File: src/rtl/sobel_pkg.sv
// Shared constants, FSM state type and border helper for the Sobel edge-map stages.
package sobel_pkg;
    localparam int PIX_W      = 8;
    localparam int COLS       = 8;
    localparam int ROWS       = 8;
    localparam int EDGE_CNT_W = 7;
    localparam int COL_W      = $clog2(COLS);
    localparam int ROW_W      = $clog2(ROWS);

    typedef enum logic [1:0] {IDLE, COLLECT, FLUSH} state_t;

    // Only the interior 6x6 carries a real gradient; the frame ring is forced to 0.
    function automatic logic is_border(input logic [ROW_W-1:0] row, input logic [COL_W-1:0] col);
        return (row == '0) || (row == ROW_W'(ROWS - 1)) || (col == '0) || (col == COL_W'(COLS - 1));
    endfunction
endpackage

File: src/rtl/edge_map_packer_if.sv
// Pixel-in / row-word-out handshake bundle of the edge map packer.
interface edge_map_packer_if #(
    parameter int PIX_W = sobel_pkg::PIX_W,
    parameter int COLS  = sobel_pkg::COLS
);
    logic             pix_valid;
    logic [PIX_W-1:0] pix_data;
    logic             pix_ready;
    logic             row_valid;
    logic [COLS-1:0]  row_data;
    logic             row_last;
    logic             row_ready;

    modport master (output pix_valid, pix_data, row_ready,
                    input  pix_ready, row_valid, row_data, row_last);
    modport slave  (input  pix_valid, pix_data, row_ready,
                    output pix_ready, row_valid, row_data, row_last);
endinterface

File: src/rtl/edge_map_packer_row_fifo.sv
// Show-ahead synchronous FIFO for packed row words, with registered full/empty flags.
module row_fifo #(
    parameter int WIDTH = 9,
    parameter int DEPTH = 4
) (
    input  logic             clk,
    input  logic             reset,
    input  logic             push,
    input  logic [WIDTH-1:0] push_data,
    input  logic             pop,
    output logic [WIDTH-1:0] pop_data,
    output logic             full,
    output logic             empty
);
    localparam int PTR_W = $clog2(DEPTH);
    localparam int CNT_W = PTR_W + 1;

    logic [WIDTH-1:0] mem [DEPTH];
    logic [PTR_W-1:0] wr_ptr, rd_ptr;
    logic [CNT_W-1:0] count_q, count_d;
    logic             do_push, do_pop;

    assign do_push  = push && !full;
    assign do_pop   = pop && !empty;
    assign pop_data = mem[rd_ptr];

    // NOTE: every signal written in always_comb gets a default first, so no latch is inferred.
    always_comb begin
        count_d = count_q;
        if (do_push && !do_pop)
            count_d = count_q + CNT_W'(1);
        else if (do_pop && !do_push)
            count_d = count_q - CNT_W'(1);
    end

    always_ff @(posedge clk) begin
        if (reset) begin
            // NOTE: the array is tiny and drives row_data directly, so it is cleared to keep outputs defined after reset.
            for (int i = 0; i < DEPTH; i++)
                mem[i] <= '0;
            wr_ptr  <= '0;
            rd_ptr  <= '0;
            count_q <= '0;
            full    <= 1'b0;
            empty   <= 1'b1;
        end else begin
            if (do_push) begin
                mem[wr_ptr] <= push_data;
                wr_ptr      <= wr_ptr + PTR_W'(1);
            end
            if (do_pop)
                rd_ptr <= rd_ptr + PTR_W'(1);
            count_q <= count_d;
            full    <= (count_d == CNT_W'(DEPTH));
            empty   <= (count_d == '0);
        end
    end
endmodule

File: src/rtl/edge_map_packer.sv
// Binarises a raster stream of Sobel magnitudes, packs rows into words and queues them downstream.
module edge_map_packer #(
    parameter int PIX_W      = sobel_pkg::PIX_W,
    parameter int COLS       = sobel_pkg::COLS,
    parameter int ROWS       = sobel_pkg::ROWS,
    parameter int FIFO_DEPTH = 4
) (
    input  logic                             clk,
    input  logic                             reset,
    input  logic [PIX_W-1:0]                 thresh,
    edge_map_packer_if.slave                 bus,
    output logic [sobel_pkg::EDGE_CNT_W-1:0] edge_count,
    output logic                             frame_done,
    output logic                             busy
);
    import sobel_pkg::*;

    state_t           state_q, state_d;
    logic [COL_W-1:0] col_q;
    logic [ROW_W-1:0] row_q;
    logic [COLS-1:0]  word_q, word_now;
    logic [PIX_W-1:0] thr_q, thr_eff;
    logic             accept, edge_bit, row_end, frame_end, pop;
    logic             fifo_full, fifo_empty;
    logic [COLS:0]    head;

    assign bus.pix_ready = !reset && !fifo_full && (state_q != FLUSH);
    assign accept        = bus.pix_valid && bus.pix_ready;
    // The first pixel of a frame compares against the live threshold it is latching.
    assign thr_eff       = (state_q == IDLE) ? thresh : thr_q;
    assign edge_bit      = !is_border(row_q, col_q) && (bus.pix_data >= thr_eff);
    assign word_now      = word_q | (COLS'(edge_bit) << col_q);
    assign row_end       = accept && (col_q == COL_W'(COLS - 1));
    assign frame_end     = row_end && (row_q == ROW_W'(ROWS - 1));
    assign pop           = bus.row_valid && bus.row_ready;
    assign busy          = (state_q != IDLE);

    row_fifo #(.WIDTH(COLS + 1), .DEPTH(FIFO_DEPTH)) u_row_fifo (
        .clk       (clk),
        .reset     (reset),
        .push      (row_end),
        .push_data ({frame_end, word_now}),
        .pop       (pop),
        .pop_data  (head),
        .full      (fifo_full),
        .empty     (fifo_empty)
    );

    assign bus.row_valid = !fifo_empty;
    assign bus.row_data  = head[COLS-1:0];
    assign bus.row_last  = head[COLS];

    always_comb begin
        state_d = state_q;
        unique case (state_q)
            IDLE:    if (accept) state_d = COLLECT;
            COLLECT: if (frame_end) state_d = FLUSH;
            FLUSH:   if (pop && bus.row_last) state_d = IDLE;
            default: state_d = IDLE;
        endcase
    end

    // NOTE: sequential state uses non-blocking assignments so every register samples pre-edge values.
    always_ff @(posedge clk) begin
        if (reset) begin
            state_q    <= IDLE;
            col_q      <= '0;
            row_q      <= '0;
            word_q     <= '0;
            thr_q      <= '0;
            edge_count <= '0;
            frame_done <= 1'b0;
        end else begin
            state_q    <= state_d;
            frame_done <= (state_q == FLUSH) && pop && bus.row_last;
            if (accept) begin
                if (state_q == IDLE) begin
                    thr_q      <= thresh;
                    edge_count <= EDGE_CNT_W'(edge_bit);
                end else begin
                    edge_count <= edge_count + EDGE_CNT_W'(edge_bit);
                end
                if (row_end) begin
                    col_q  <= '0;
                    word_q <= '0;
                    row_q  <= frame_end ? '0 : row_q + ROW_W'(1);
                end else begin
                    col_q  <= col_q + COL_W'(1);
                    word_q <= word_now;
                end
            end
        end
    end
endmodule

File: src/flat_wrapper.sv
// flat-port wrapper written by rule: the top's interface ports become plain ports
module edge_map_packer_flat import sobel_pkg::*;
#(
    parameter int PIX_W      = sobel_pkg::PIX_W,
    parameter int COLS       = sobel_pkg::COLS,
    parameter int ROWS       = sobel_pkg::ROWS,
    parameter int FIFO_DEPTH = 4
)
  (clk, reset, thresh, edge_count, frame_done, busy, bus_pix_valid, bus_pix_data, bus_row_ready, bus_pix_ready, bus_row_valid, bus_row_data, bus_row_last);
  edge_map_packer_if #(.PIX_W(PIX_W), .COLS(COLS)) bus_i ();
  input  logic clk;
  input  logic reset;
  input  logic [PIX_W-1:0] thresh;
  output logic [sobel_pkg::EDGE_CNT_W-1:0] edge_count;
  output logic frame_done;
  output logic busy;
  input wire logic [$bits(bus_i.pix_valid)-1:0] bus_pix_valid;
  input wire logic [$bits(bus_i.pix_data)-1:0] bus_pix_data;
  input wire logic [$bits(bus_i.row_ready)-1:0] bus_row_ready;
  output wire logic [$bits(bus_i.pix_ready)-1:0] bus_pix_ready;
  output wire logic [$bits(bus_i.row_valid)-1:0] bus_row_valid;
  output wire logic [$bits(bus_i.row_data)-1:0] bus_row_data;
  output wire logic [$bits(bus_i.row_last)-1:0] bus_row_last;
  assign bus_i.pix_valid = bus_pix_valid;
  assign bus_i.pix_data = bus_pix_data;
  assign bus_i.row_ready = bus_row_ready;
  assign bus_pix_ready = bus_i.pix_ready;
  assign bus_row_valid = bus_i.row_valid;
  assign bus_row_data = bus_i.row_data;
  assign bus_row_last = bus_i.row_last;
  edge_map_packer #(.PIX_W(PIX_W), .COLS(COLS), .ROWS(ROWS), .FIFO_DEPTH(FIFO_DEPTH)) u_core (.clk(clk), .reset(reset), .thresh(thresh), .bus(bus_i), .edge_count(edge_count), .frame_done(frame_done), .busy(busy));
endmodule
File: config.mk
export PLATFORM = sky130hd
export DESIGN_NAME = edge_map_packer_flat
export DESIGN_NICKNAME = d
export VERILOG_FILES = /design/src/rtl/sobel_pkg.sv /design/src/rtl/edge_map_packer_if.sv /design/src/rtl/edge_map_packer_row_fifo.sv /design/src/rtl/edge_map_packer.sv /design/src/flat_wrapper.sv
export SDC_FILE = /design/constraint.sdc
export NUM_CORES = 1
export LEC_CHECK = 0
export ABC_AREA = 1
export CAP_MARGIN = 20
export CORE_UTILIZATION = 53
export CTS_BUF_LIST = sky130_fd_sc_hd__clkbuf_4
export DETAILED_ROUTE_END_ITERATION = 7
export PLACE_DENSITY = 0.82
export SLEW_MARGIN = 10
export SYNTH_ARGS = -nofsm -noshare
export SYNTH_HDL_FRONTEND = slang
export SYNTH_HIERARCHICAL = 1
export SYNTH_SLANG_ARGS = --single-unit
File: constraint.sdc
create_clock -name clk -period 2.65 [get_ports clk]
set_clock_uncertainty 0.2 [all_clocks]
set_input_delay 0.53 -clock clk [delete_from_list [all_inputs] [get_ports clk]]
set_output_delay 0.53 -clock clk [all_outputs]
set_load 0.01 [all_outputs]
== Word level (Yosys, flattened, before mapping) ==
Memories as Yosys holds them, arrays and structs flattened. A register that Yosys moved wholly into a read port is not among the register bits.
Cells that the tools add are included.

* ROM bits: 0
* Memories kept: 1
* Bits of input ports: 20
* Bits in latches: 0
* Register bits: 41
* Memory bits (writable): 36
* Output and inout bits: 20
* Word-level logic and storage cells: 84

{| class="wikitable"
|+ Memory list
! name !! words !! width !! read ports !! clocked after memory_dff !! write ports !! RTL line !! RTL
|-
| u_core.u_row_fifo.mem || 4 || 9 || 1 || 1 || 4 || edge_map_packer_row_fifo.sv:18 || <nowiki>logic [WIDTH-1:0] mem [DEPTH];</nowiki>
|}

* Multipliers: 0
* Order comparisons: 1
* Bitwise logic cells: 1
* Mux-type cells: 21
* Reduce and logical (&&, ||, !) cells: 31
* Shift operators: 1
* Divide/modulo/power cells: 0
* Add/subtract/negate cells: 7
* Equal/unequal tests: 9

{| class="wikitable"
|+ Operators by type and width
! operator !! count
|-
| $mux W8 || 2
|-
| $logic_and A1 B1 Y1 || 14
|-
| $mux W2 || 6
|-
| $mux W3 || 4
|-
| $add A3 B1 Y3 const B || 3
|-
| $eq A3 B3 Y1 const B || 3
|-
| $logic_not A3 Y1 || 3
|-
| $mux W9 || 1
|-
| $reduce_or A9 Y1 || 1
|-
| $ge A8 B8 Y1 || 1
|-
| $or A8 B8 Y8 || 1
|-
| $shl A1 B3 Y8 || 1
|-
| $add A7 B1 Y7 || 1
|-
| $mux W7 || 1
|-
| $logic_not A1 Y1 || 6
|-
| $mux W1 || 6
|-
| $ne A2 B1 Y1 const B || 3
|-
| $pmux W2 S3 || 1
|-
| $add A2 B1 Y2 const B || 2
|-
| $logic_or A1 B1 Y1 || 3
|-
| $reduce_and A3 Y1 || 1
|-
| $sub A3 B1 Y3 const B || 1
|-
| $eq A2 B1 Y1 const B || 1
|-
| $eq A2 B2 Y1 const B || 1
|-
| other kinds (4) || 4
|}

== Depth between registers and ports, before layout ==
Gate-level depths: netlist of the first run.

* Depth in word-level cells: 11
* Gate-level depth with buffers: 22
* Gate-level depth less buffers: 21

== Modules after synthesis ==
The synthesis of the first run kept the hierarchy.

{| class="wikitable"
|+ Modules (own cells, without submodules)
! module !! times used !! area each (um^2) !! seq. area each (um^2) !! cells an instance
|-
| row_fifo || 1 || 2,093.3 || 1,301.2 || 218
|-
| edge_map_packer || 1 || 1,756.7 || 640.6 || 231
|}

== Least setup slack after synthesis of the first run ==
Ideal clock, no wire load.

* Kind: flip-flop to flip-flop
* Start point: reg u_core.state_q[1]
* End point: reg u_core/edge_count[6] in the netlist's numbering
* Data required time: 2.380 ns
* Clock period less this slack: 2.737 ns
* Path buffers: 1
* Slack: -0.087 ns
* Data arrival time: 2.467 ns
* Stages on the path, launching flop included: 19
* Library setup time: 0.070 ns
* Cell sequence: dfxtp_1 nor2_1 buf_4 mux2i_1 ha_1 nand2_1 nor2_1 nand4_1 nand3_1 nand2_1 inv_1 ha_1 ha_1 inv_1 nor3_4 nand3_2 nor2_2 o21bai_1 a21oi_1

* Word-level cells in the longest chain between the ends: 6
* Elaborated cells on any way between the ends: 9
* Those cells by class: add/sub (1); order compare (1); eq/ne (1); mux (2); reduce/logical (4)

{| class="wikitable"
|+ RTL lines
! element !! RTL line !! RTL
|-
| start, declared || edge_map_packer.sv:18 || <nowiki>state_t state_q, state_d;</nowiki>
|-
| start signal, assigned || edge_map_packer.sv:74 || <nowiki>state_q <= state_d;</nowiki>
|-
| $logic_not A2 Y1 || edge_map_packer.sv:30, edge_map_packer.sv:77 ||
|-
| $mux W8 || edge_map_packer.sv:30 || <nowiki>assign thr_eff = (state_q == IDLE) ? thresh : thr_q;</nowiki>
|-
| $ge A8 B8 Y1 || edge_map_packer.sv:31 || <nowiki>assign edge_bit = !is_border(row_q, col_q) && (bus.pix_data >= thr_eff);</nowiki>
|-
| $logic_and A1 B1 Y1 || edge_map_packer.sv:31 ||
|-
| $add A7 B1 Y7 || edge_map_packer.sv:81 || <nowiki>edge_count <= edge_count + EDGE_CNT_W'(edge_bit);</nowiki>
|-
| $mux W7 || edge_map_packer.sv:77 || <nowiki>if (state_q == IDLE) begin</nowiki>
|-
| end signal, assigned || edge_map_packer.sv:79 || <nowiki>edge_count <= EDGE_CNT_W'(edge_bit);</nowiki>
|-
| end signal, assigned || edge_map_packer.sv:81 ||
|-
| end, declared || edge_map_packer.sv:12 || <nowiki>output logic [sobel_pkg::EDGE_CNT_W-1:0] edge_count,</nowiki>
|}

Several ways; a longest one is shown, not always the timed one.
A chain may end at the register's enable or synchronous reset.

== Final worst setup path of the first run ==
* Start point: reg u_core.state_q[0]
* End point: reg u_core/edge_count[5] in the netlist's numbering

The elaborated chain is that of the path after synthesis.

==> out/metrics.cfg, run 1 <==
[layout]
drive_gt1_share_pct=21.80
seq_area_sq_um=1946
multi_input_area_sq_um=1809
nNetsFinal=565
num_antenna_cells=0
area_growth_pct=30.29
fillers=488
layout.cells.non_filler=628
final_core_util_pct=72.63
final_cell_mix=nor2_1, inv_1, o21ai_0, dfxtp_1, edfxtp_1
final_common_cell=nor2_1

[worst_setup_path]
criticalPathCategory=reg -> reg
cp_slowest_cell=dfxtp_2
crit_arrival_ps=2980
cp-end-kind=flip-flop
crit_path_max_incr_delay_ps=350
cp-start-kind=flip-flop
required_ps=2780
r2r_slack_ps=-200
cp_max_fo=5
path_cells=nor2_4 > buf_4 > mux2i_4 > ha_4 > nand2_2 > inv_2 > nand2_1 > nand2_1 > nand2_1 > nand3_2 > nand2_2 > inv_2 > ha_4 > buf_4 > buf_6 > nand3_4 > nor2_4 > nand2_2 > buf_4 > inv_2 > a31oi_1

[yosys]
post_synth.cell_area_avg_sq_um=8.574
syn_nets=487
ys_ff_latch=79
synthCells=449
synth.cell_area_sq_um=3850
yosys-top-cells-area=edfxtp_1, dfxtp_1, nor2_1
ys_warn_count=6
synth_seq_area_share_pct=50.44
yosysTopAreaCell=edfxtp_1
synth_cell_types=32
netlist.area_leader.share_pct=28.08

[sta]
setup_slack_ps=-200.9
tightest_slew_ps=487.5
final_max_slew_viol_count=0
hold_violations=0
fmax_mhz=350.8
slew_headroom_pct=67.46
fin_crit_ps=2851
period_share_pct=107.6
whs_ps=268.4
grt_setup_unrepaired=true
setup_violations=23

[floorplan]
row_count=30
die_x_um=87.23
core_area_sq_um=6907
start_util_pct=55.74
ios=40
dieArea_sq_um=7609
fp.dieH_um=87.23

[place]
gp_congestion=0.7747
dp_hpwl_mm=5.796
dp_slack_ps=-664.4
placed_cells=601
port_buffers=39

[detailed_routing]
vias=3300
drt_iter0_markers=155
ant_nets=0
viasPerCell=5.255
wire_per_inst_um=13.77
drc_errors=0
wl_mm=8.647
dr.pass1.iters=4

[clock_network]
root_buffer=clkbuf_4
worstSkewPairLatency_ps=400
htreeDepth=3
cts_sinks=79
cts_buffer_depth=2
clk_pin_slew_worst_paths_ps=120
numCtsBuffers=9
cts_tree=done

[grt]
grt_pass1_vias=3264
gr-usage-all-layers_pct=24.17
grt.overflow.total=0
antenna_found_initial=0
grt_pass1_wl_mm=14.08
grt_max_degree=23

[power_and_ir_drop]
cellPowerDensity_nw_per_um2=540.0
p_total_w=0.002709
power_leakage_nw=2.066
max-vdd-ir-drop_mv=0.4843

[status]
violations=negative setup slack
status=finished, violations left

[min_path]
hold_class=reg -> reg

[run]
drv_cap=0

worst paths after layout:
path / depth (start not counted) / start / to
worst min register to register: 2 / u_core/thr_q[0]$_SDFFE_PP0P_ / u_core/thr_q[0]$_SDFFE_PP0P_
worst min-delay path: 2 / u_core/thr_q[0]$_SDFFE_PP0P_ / u_core/thr_q[0]$_SDFFE_PP0P_
worst max register to register: 21 / u_core/state_q[0]$_SDFFE_PP0P_ / u_core/edge_count[5]$_SDFFE_PP0P_
worst max-delay path: 21 / u_core/state_q[0]$_SDFFE_PP0P_ / u_core/edge_count[5]$_SDFFE_PP0P_
what timing repair did:
item	in CTS	in global routing
gates cloned	1	0
setup endpoints to repair	14	51
setup buffers	8	4
gates resized for setup	29	31
pin swaps	12	10
hold buffers	0	0
worst max-delay path, delay by kind of cell (launching register included):
family,cells,cell delay (ps)
buf+inv,7,660
simple gates,10,700
compound gates,1,150
fa+ha+maj,2,400
mux,1,300
flops,1,350
sequential cells by signal, summed over array words and instances (netlist names), 2 cells and up, named ones only:
signal,flops
u_core/word_q,8
u_core/u_row_fifo/rd_ptr,2
u_core/u_row_fifo/count_q,3
u_core/state_q,2
u_core/u_row_fifo/mem,36
u_core/thr_q,8
u_core/row_q,3
u_core/edge_count,7
u_core/u_row_fifo/wr_ptr,2
u_core/col_q,3
cell type report:
type,count,share of cell area [%]
Clock inverter,5,1.472
Inverter,74,5.538
Multi-Input combinational cell,287,36.07
Clock buffer,11,1.646
Sequential cell,79,38.79
Timing Repair Buffer,76,14.09
Tap cell,96,2.395
synth_stat cells, drive strengths merged:
library cell	count
mux2i	7
nand3b	2
o22ai	9
nor3	8
a31oi	1
o31ai	1
nand3	19
o21ai	45
edfxtp	36
a21o	1
o21bai	2
xor2	1
buf	9
nor2	107
inv	73
o211ai	1
ha	18
dfxtp	43
nand4	5
nand2	41
a211oi	2
clkinv	1
a21oi	17
cell families (layout without fill, tap and decap cells):
| family | count (synthesis) | in the layout | share of synthesized area, % |
|---|---|---|---|
| AND/OR/NAND/NOR | 182 | 182 | 21.97 |
| buffers and inverters | 83 | 166 | 8.514 |
| AO/OA/AOI/OAI | 79 | 79 | 11.18 |
| flip-flops | 79 | 79 | 50.44 |
| adder cells (fa/ha/maj) | 18 | 18 | 5.850 |
| multiplexers | 7 | 7 | 1.820 |
| XOR/XNOR | 1 | 1 | 0.2275 |
stage by stage:
step | cell area, sq um | TNS, ps
after global routing | 5016 | -7091
after detailed placement | 4526 | -9746
after floorplan | 3861 | 0
after global placement | 4526 | -5819
after CTS | 4867 | -1767
final | 5016 | -1819
metal layers:
metal	GRT usage (%)	vias to the layer above	wire length [um]
met5	0	-	0
li1	-	1640	-
met3	3.697	20	309
met4	8.048	0	144
met1	29.70	1563	3798
met2	43.38	77	4396
power by group:
| part | leakage, nW | internal, W | switching [W] | total, W |
|---|---|---|---|---|
| Combinational | 1.26 | 0.000264 | 0.000280 | 0.000543 |
| Clock | 0.0883 | 0.000399 | 0.000387 | 0.000786 |
| Sequential | 0.722 | 0.00133 | 0.0000500 | 0.00138 |
| Total | 2.07 | 0.00199 | 0.000717 | 0.00271 |
(Power assumes the default switching activity.)
==> inputs of run 2 (changes only) <==
- SLEW_MARGIN: 10 -> 15
==> results of run 2 <==
Same layout as run 1: the final DEF is identical, and so are final timing and power.
